[src/rtl/pipe_ctrl_sched_pkg.sv]
// rtl/pipe_ctrl_sched_pkg.sv - stall bus type, stall codes, FSM states and priority encoder
package pipe_ctrl_sched_pkg;

  typedef logic [5:0] stall_bus_t;

  localparam stall_bus_t STALL_NONE = 6'b000000;
  localparam stall_bus_t STALL_IF   = 6'b000011;
  localparam stall_bus_t STALL_LOAD = 6'b000111;
  localparam stall_bus_t STALL_EX   = 6'b001111;
  localparam stall_bus_t STALL_MEM  = 6'b011111;

  typedef enum logic [1:0] {
    CTRL_RUN      = 2'd0,
    CTRL_WAIT_MEM = 2'd1,
    CTRL_FLUSH    = 2'd2
  } ctrl_state_e;

  // Deepest stalling stage wins: its code freezes every stage upstream of it.
  function automatic stall_bus_t stall_prio(input logic req_if, input logic req_load,
                                            input logic req_ex, input logic req_mem);
    stall_bus_t code;
    if (req_mem)       code = STALL_MEM;
    else if (req_ex)   code = STALL_EX;
    else if (req_load) code = STALL_LOAD;
    else if (req_if)   code = STALL_IF;
    else               code = STALL_NONE;
    return code;
  endfunction

endpackage

[src/rtl/ctrl_stall_watchdog.sv]
// rtl/ctrl_stall_watchdog.sv - saturating stalled-cycle counter with sticky timeout flag
module ctrl_stall_watchdog #(
  parameter int STALL_TIMEOUT = 1023,
  parameter int CNT_W         = 10
) (
  input  logic clk,
  input  logic rst,
  input  logic stall_active,
  output logic stall_timeout
);

  localparam logic [CNT_W-1:0] LIMIT = CNT_W'(STALL_TIMEOUT);

  logic [CNT_W-1:0] cnt;
  logic [CNT_W-1:0] cnt_nxt;

  always_comb begin
    cnt_nxt = '0;
    if (stall_active) begin
      cnt_nxt = (cnt == LIMIT) ? cnt : cnt + 1'b1;
    end
  end

  always_ff @(posedge clk) begin
    if (rst) begin
      cnt           <= '0;
      stall_timeout <= 1'b0;
    end else begin
      cnt <= cnt_nxt;
      if (cnt_nxt == LIMIT) begin
        stall_timeout <= 1'b1;
      end
    end
  end

endmodule

[src/rtl/pipe_ctrl_sched.sv]
// rtl/pipe_ctrl_sched.sv - stall arbitration, redirect flush sequencing, stall watchdog
// Optional perf counters enabled by defining CTRL_PERF_EN.
module pipe_ctrl_sched
  import pipe_ctrl_sched_pkg::*;
#(
  parameter int STALL_TIMEOUT = 1023,
  parameter int CNT_W         = 10
) (
  input  logic        clk,
  input  logic        rst,
  input  logic        stallreq_for_if,
  input  logic        stallreq_for_load,
  input  logic        stallreq_for_ex,
  input  logic        stallreq_for_mem,
  input  logic        excp_req,
  input  logic [31:0] excp_pc,
  output stall_bus_t  stall,
  output logic        flush,
  output logic [31:0] new_pc,
  output logic        stall_timeout
`ifdef CTRL_PERF_EN
  ,
  output logic [31:0] perf_stall_cyc,
  output logic [31:0] perf_flush_cnt
`endif
);

  ctrl_state_e state, state_nxt;
  logic [31:0] pc_q, pc_nxt;
  stall_bus_t  stall_code;

  always_comb begin
    state_nxt  = state;
    pc_nxt     = pc_q;
    stall_code = stall_prio(stallreq_for_if, stallreq_for_load,
                            stallreq_for_ex, stallreq_for_mem);
    case (state)
      CTRL_RUN: begin
        // Freeze everything up to MEM while the redirect is taken or parked.
        if (excp_req) begin
          stall_code = STALL_MEM;
          if (!stallreq_for_mem) begin
            pc_nxt    = excp_pc;
            state_nxt = CTRL_FLUSH;
          end else begin
            state_nxt = CTRL_WAIT_MEM;
          end
        end
      end
      CTRL_WAIT_MEM: begin
        if (!excp_req) begin
          state_nxt = CTRL_RUN;
        end else if (!stallreq_for_mem) begin
          pc_nxt    = excp_pc;
          state_nxt = CTRL_FLUSH;
        end
      end
      CTRL_FLUSH: begin
        stall_code = STALL_NONE;
        state_nxt  = CTRL_RUN;
      end
      default: begin
        state_nxt = CTRL_RUN;
      end
    endcase
  end

  always_ff @(posedge clk) begin
    if (rst) begin
      state <= CTRL_RUN;
      pc_q  <= '0;
    end else begin
      state <= state_nxt;
      pc_q  <= pc_nxt;
    end
  end

  assign stall  = rst ? STALL_NONE : stall_code;
  assign flush  = (state == CTRL_FLUSH);
  assign new_pc = flush ? pc_q : 32'd0;

  ctrl_stall_watchdog #(
    .STALL_TIMEOUT(STALL_TIMEOUT),
    .CNT_W        (CNT_W)
  ) u_watchdog (
    .clk          (clk),
    .rst          (rst),
    .stall_active (stall != STALL_NONE),
    .stall_timeout(stall_timeout)
  );

`ifdef CTRL_PERF_EN
  always_ff @(posedge clk) begin
    if (rst) begin
      perf_stall_cyc <= '0;
      perf_flush_cnt <= '0;
    end else begin
      if (stall != STALL_NONE) perf_stall_cyc <= perf_stall_cyc + 32'd1;
      if (flush)               perf_flush_cnt <= perf_flush_cnt + 32'd1;
    end
  end
`endif

endmodule
[config.mk]
export PLATFORM = sky130hd
export DESIGN_NAME = pipe_ctrl_sched
export DESIGN_NICKNAME = d
export VERILOG_FILES = /design/src/rtl/pipe_ctrl_sched_pkg.sv /design/src/rtl/ctrl_stall_watchdog.sv /design/src/rtl/pipe_ctrl_sched.sv
export SDC_FILE = /design/constraint.sdc
export NUM_CORES = 1
export LEC_CHECK = 0
export BUFFER_PORTS_ARGS = -buffer_cell sky130_fd_sc_hd__buf_2
export CAP_MARGIN = 10
export CORE_UTILIZATION = 45
export DETAILED_ROUTE_END_ITERATION = 8
export GPL_TIMING_DRIVEN = 0
export PLACE_DENSITY_LB_ADDON = 0.3
export SYNTH_ARGS = -nofsm -noshare
export SYNTH_HDL_FRONTEND = slang
export SYNTH_SLANG_ARGS = --single-unit
[constraint.sdc]
create_clock -name clk -period 7.09 [get_ports clk]
set_input_delay 2.127 -clock clk [delete_from_list [all_inputs] [get_ports clk]]
set_output_delay 2.127 -clock clk [all_outputs]
set_load 0.1 [all_outputs]
Word-level counts from Yosys, hierarchy flattened

Cells that the tools add are included.

$add $sub $neg: 1
Equality and inequality tests: 6
Mux-type cells: 15
Bitwise gates (word level): 1
Reduce and logical (&&, ||, !) cells: 5

Operator list:

| kind                    | number |
|---|---|
| $mux W32                | 1 |
| $eq A10 B10 Y1 const B  | 2 |
| $mux W10                | 2 |
| $mux W6                 | 2 |
| $pmux W6 S2             | 1 |
| $add A10 B1 Y10 const B | 1 |
| $mux W2                 | 5 |
| $reduce_bool A6 Y1      | 1 |
| $mux W5                 | 1 |
| $mux W4                 | 1 |
| $pmux W2 S2             | 1 |
| $mux W3                 | 1 |
| $ne A3 B3 Y1 const B    | 1 |
| $reduce_and A3 Y1       | 1 |
| $eq A2 B1 Y1 const B    | 1 |
| $eq A2 B2 Y1 const B    | 1 |
| $logic_not A2 Y1        | 1 |
| $ne A2 B2 Y1 const B    | 1 |
| $reduce_and A2 Y1       | 1 |
| $reduce_or A2 Y1        | 1 |
| $not A1 Y1              | 1 |

Bits in registers: 45
Input port bits: 39
Output and inout port bits: 40
Logic and storage cells: 32

Logic depth before layout (Yosys ltp)

Depth after elaboration: 10
Mapped depth: 6
Depth with buffers taken out: 6

By module

From an unflattened synthesis, not the netlist that was laid out.

Cells, all modules: 259
Area total of the unflattened synthesis: 2038.2 um2

Modules (own cells, without submodules):

| module              | times used | cells an instance | area an instance (um2) | sequential area each (um2) |
|---|---|---|---|---|
| pipe_ctrl_sched     | 1          | 192               | 1477.7                 | 680.7 |
| ctrl_stall_watchdog | 1          | 67                | 560.5                  | 220.2 |

Worst setup path after synthesis

Ideal clock, no wire load.

Path type: input-to-output
Start point: input rst
End point: output stall[1]
Arrival: 3.536 ns
Data required time: 4.963 ns
Setup slack: 1.427 ns
Cell stages on the path: 6
Path buffers: 3
Path through: clkbuf_1 nor2_1 o21ai_4 buf_6 inv_2 buf_4

Cells in the longest elaborated chain, start to end: 1

RTL lines:

| element     | line                  | text |
|---|---|---|
| from (decl) | pipe_ctrl_sched.sv:10 | `input logic rst,` |
| $mux W6     | pipe_ctrl_sched.sv:78 | `assign stall = rst ? STALL_NONE : stall_code;` |
| to (decl)   | pipe_ctrl_sched.sv:17 | `output stall_bus_t stall,` |

No other way between the ends.

Worst setup path in the final report

Start point: input excp_req
End point: output stall[1]

Cells in the longest elaborated chain, start to end: 3

RTL lines:

| element     | line                  | text |
|---|---|---|
| from (decl) | pipe_ctrl_sched.sv:15 | `input logic excp_req,` |
| $mux W6     | pipe_ctrl_sched.sv:40 | `if (excp_req) begin` |
| $pmux W6 S2 | pipe_ctrl_sched.sv:37 | `case (state)` |
| $mux W6     | pipe_ctrl_sched.sv:78 |  |

No other way between the ends.

==> flow_summary.ini <==
[clock_tree]
cts_made_buffers = 5
cts_tree = built
cts_sinks = 45
hold_buffers = 0
cts_resized = 0
clockBufferDepth = 2
root_buffer = clkbuf_8
path_clk_slew_ns = 0.08
post_cts_buffers = 0
clkLatencyLatePin_ns = 0.29
htreeDepth = 2

[critical_path]
rrSetupSlack_ns = 5.13
crit_arrival_ns = 3.62
crit_chain = buf_2, nor2b_1, or4_4, o21ai_4, buf_6, inv_2, buf_4, buf_2
critPathKind = in -> out
max_stage_delay_ns = 0.44
reg2reg_from = u_watchdog.cnt[0]
crit_top_cell = buf_2
start_kind = input port
cp_max_fo = 10
cp.required_ns = 4.96
end_kind = output pin
cp_slowest_cell = or4_4
ff2ff_path_depth = 6
r2r_end = u_watchdog.stall_timeout

[place]
dp_hpwl_mm = 3.35
portBuffers = 76
routabilityCongestion = 0.829
placed_cells = 384
post-place-ws_ns = 1.33

[final_layout]
fill_cells = 413
diodes = 0
layout-drive-gt1-share_pct = 28.5
syn2layout_area_growth_pct = 26.9
final_cell_mix = buf_2, nand2_1, dfxtp_1
stdcell_count = 392
nNetsFinal = 379
layout_commonest_cell = buf_2

[sta]
setup_slack_ns = 1.35
fin_crit_sh_pct = 81.0
setup_violations = 0
rsz0062_at_grt = false
tns_ns = 0
hold_viol_final = 0
holdWs_ns = 0.451
skew_ns = 0.00220
fin_crit_ns = 5.74
slew_headroom_pct = 61.0
drv_slew = 0
worst_pin_slew_ns = 0.584
fmax_mhz = 174

[min_path]
min-delay-start = pc_q[8]
worstHoldPathCells = 2
holdPathEnd = pc_q[8]
hold_path.class = reg -> reg

[die]
die_y_um = 69.2
ios = 79
std_cell_rows = 24
start_util_pct = 46.6
fp.dieW_um = 69.2
core_um2 = 4350
design.die.area_um2 = 4790

[power]
peakVddDrop_mv = 0.114
powerDensity_nw_per_um2 = 203
p_leak_nw = 1.16
p_int_mw = 0.375
swShare_pct = 28.5
p_seq_share_pct = 51.2
power_frac_clock_pct = 33.0
p_sw_mw = 0.149
pwr-share-comb_pct = 15.7

[global_route]
antenna_found_initial = 0
grt_first_pass_wirelength_mm = 7.96
grt-ovfl-total = 0
grt_use_total_pct = 20.2
grt_pass1_vias = 1877
grt_max_degree = 14

[yosys]
avgSynthCellArea_um2 = 7.93
yosys_register_bits = 45
ys_seq_area_share_pct = 44.4
yosysWarningCount = 0
ys_types = 41
netlist_area_um2 = 2030
synthCells = 256
synthesis.nets = 296

[detailed_routing]
wl_per_cell_um = 11.7
drc = 0
drt_iter0_markers = 119
first_pass_iters = 4
via_per_inst = 4.99
wirelength_mm = 4.60
drtAntennaViolNets = 0
dr_total_vias = 1958

[run]
drv_cap = 0

[status]
status = finished clean
[kinds of logic after synthesis]
| group | Yosys count | share of synthesized area (%) |
|---|---|---|
| mux | 1 | 0.493 |
| xor+xnor | 4 | 1.73 |
| other cells | 1 | 0.185 |
| buf+inv | 21 | 4.68 |
| flops | 45 | 44.4 |
| fa+ha+maj | 1 | 0.616 |
| compound gates | 48 | 14.0 |
| simple gates | 135 | 33.9 |
[routing by layer]
metal	up-vias	GRT usage, %	routed length (um)	part of all wire (%)
li1	1009	-	-	-
met1	885	24.9	2060	45
met2	58	34.1	2200	48
met3	6	4.36	270	5.9
met4	0	8.16	71	1.5
met5	-	0	0	0
[flip-flops by register name, summed over array words and instances, names as in the netlist]
name and count:
pc_q 32, u_watchdog.cnt 10, state 2, u_watchdog.stall_timeout 1
[critical path, delay by kind of cell]
family | cells | cell delay (ns)
simple gates | 2 | 0.59
buf+inv | 5 | 0.71
compound gates | 1 | 0.18
[synthesized netlist by cell type]
| library cell | count | share of area (%) |
|---|---|---|
| a211oi_1 | 1 | 0.37 |
| a21oi_1 | 34 | 8.4 |
| a31oi_1 | 4 | 1.2 |
| a32o_1 | 1 | 0.49 |
| a41oi_1 | 1 | 0.43 |
| and2_1 | 34 | 10 |
| and2_2 | 1 | 0.37 |
| and3_1 | 2 | 0.62 |
| and4_1 | 1 | 0.43 |
| buf_2 | 1 | 0.25 |
| buf_4 | 2 | 0.74 |
| buf_6 | 1 | 0.55 |
| clkbuf_1 | 14 | 2.6 |
| conb_1 | 1 | 0.18 |
| dfxtp_1 | 45 | 44 |
| ha_1 | 1 | 0.62 |
| inv_1 | 2 | 0.37 |
| inv_2 | 1 | 0.18 |
| mux2i_1 | 1 | 0.49 |
| nand2_1 | 67 | 12 |
| nand2_2 | 1 | 0.31 |
| nand3_1 | 4 | 0.99 |
| nand4_1 | 2 | 0.62 |
| nor2_1 | 9 | 1.7 |
| nor2b_1 | 2 | 0.62 |
| nor3_1 | 3 | 0.74 |
| nor3_2 | 1 | 0.49 |
| nor3b_1 | 2 | 0.74 |
| nor4_4 | 1 | 1.0 |
| nor4b_1 | 1 | 0.43 |
| nor4bb_1 | 2 | 0.99 |
| o2111a_1 | 1 | 0.55 |
| o21a_1 | 1 | 0.37 |
| o21ai_0 | 2 | 0.49 |
| o21ai_4 | 1 | 0.80 |
| o31a_1 | 1 | 0.43 |
| o31a_2 | 1 | 0.49 |
| or3b_2 | 1 | 0.43 |
| or4_4 | 1 | 0.55 |
| xnor2_1 | 1 | 0.43 |
| xor2_1 | 3 | 1.3 |
[power groups by stage]
| stage | registers, mW | logic, mW | clock network, mW |
|---|---|---|---|
| 2_1_floorplan | 0.273 | 0.0612 | 0 |
| 3_3_place_gp | 0.274 | 0.0816 | 0 |
| 3_5_place_dp | 0.275 | 0.0825 | 0 |
| 4_1_cts | 0.269 | 0.0828 | 0.177 |
| 5_1_grt | 0.270 | 0.0897 | 0.186 |
| 6_report | 0.268 | 0.0823 | 0.173 |
[how the worst max path moves through the flow]
stage,startpoint,endpoint,slack (ns)
after floorplan,rst,stall[1],1.43
after global placement,excp_req,stall[1],1.34
after detailed placement,excp_req,stall[1],1.33
after CTS,excp_req,stall[1],1.33
after global routing,excp_req,stall[1],1.28
final,excp_req,stall[1],1.35
[layout make-up]
class	instances	area (um^2)	share of cell area, %
multi-input cells	190	1030	40.1
flip-flops and latches	45	901	35.0
repair buffers	76	380	14.8
clock buffers	7	96.3	3.74
plain buffers	18	83.8	3.25
well taps	52	65.1	2.52
inverters	3	11.3	0.437
clock inverters	1	5.00	0.194
[through the flow]
stage | utilization [%] | power [mW] | cell area [um^2]
after floorplan | - | 0.334 | 2030
after global placement | 56.9 | 0.356 | 2480
after detailed placement | 56.9 | 0.357 | 2480
after CTS | 59.2 | 0.529 | 2580
after global routing | 59.2 | 0.546 | 2580
final | 59.2 | 0.524 | 2580
Power figures use the tool's default switching activity.
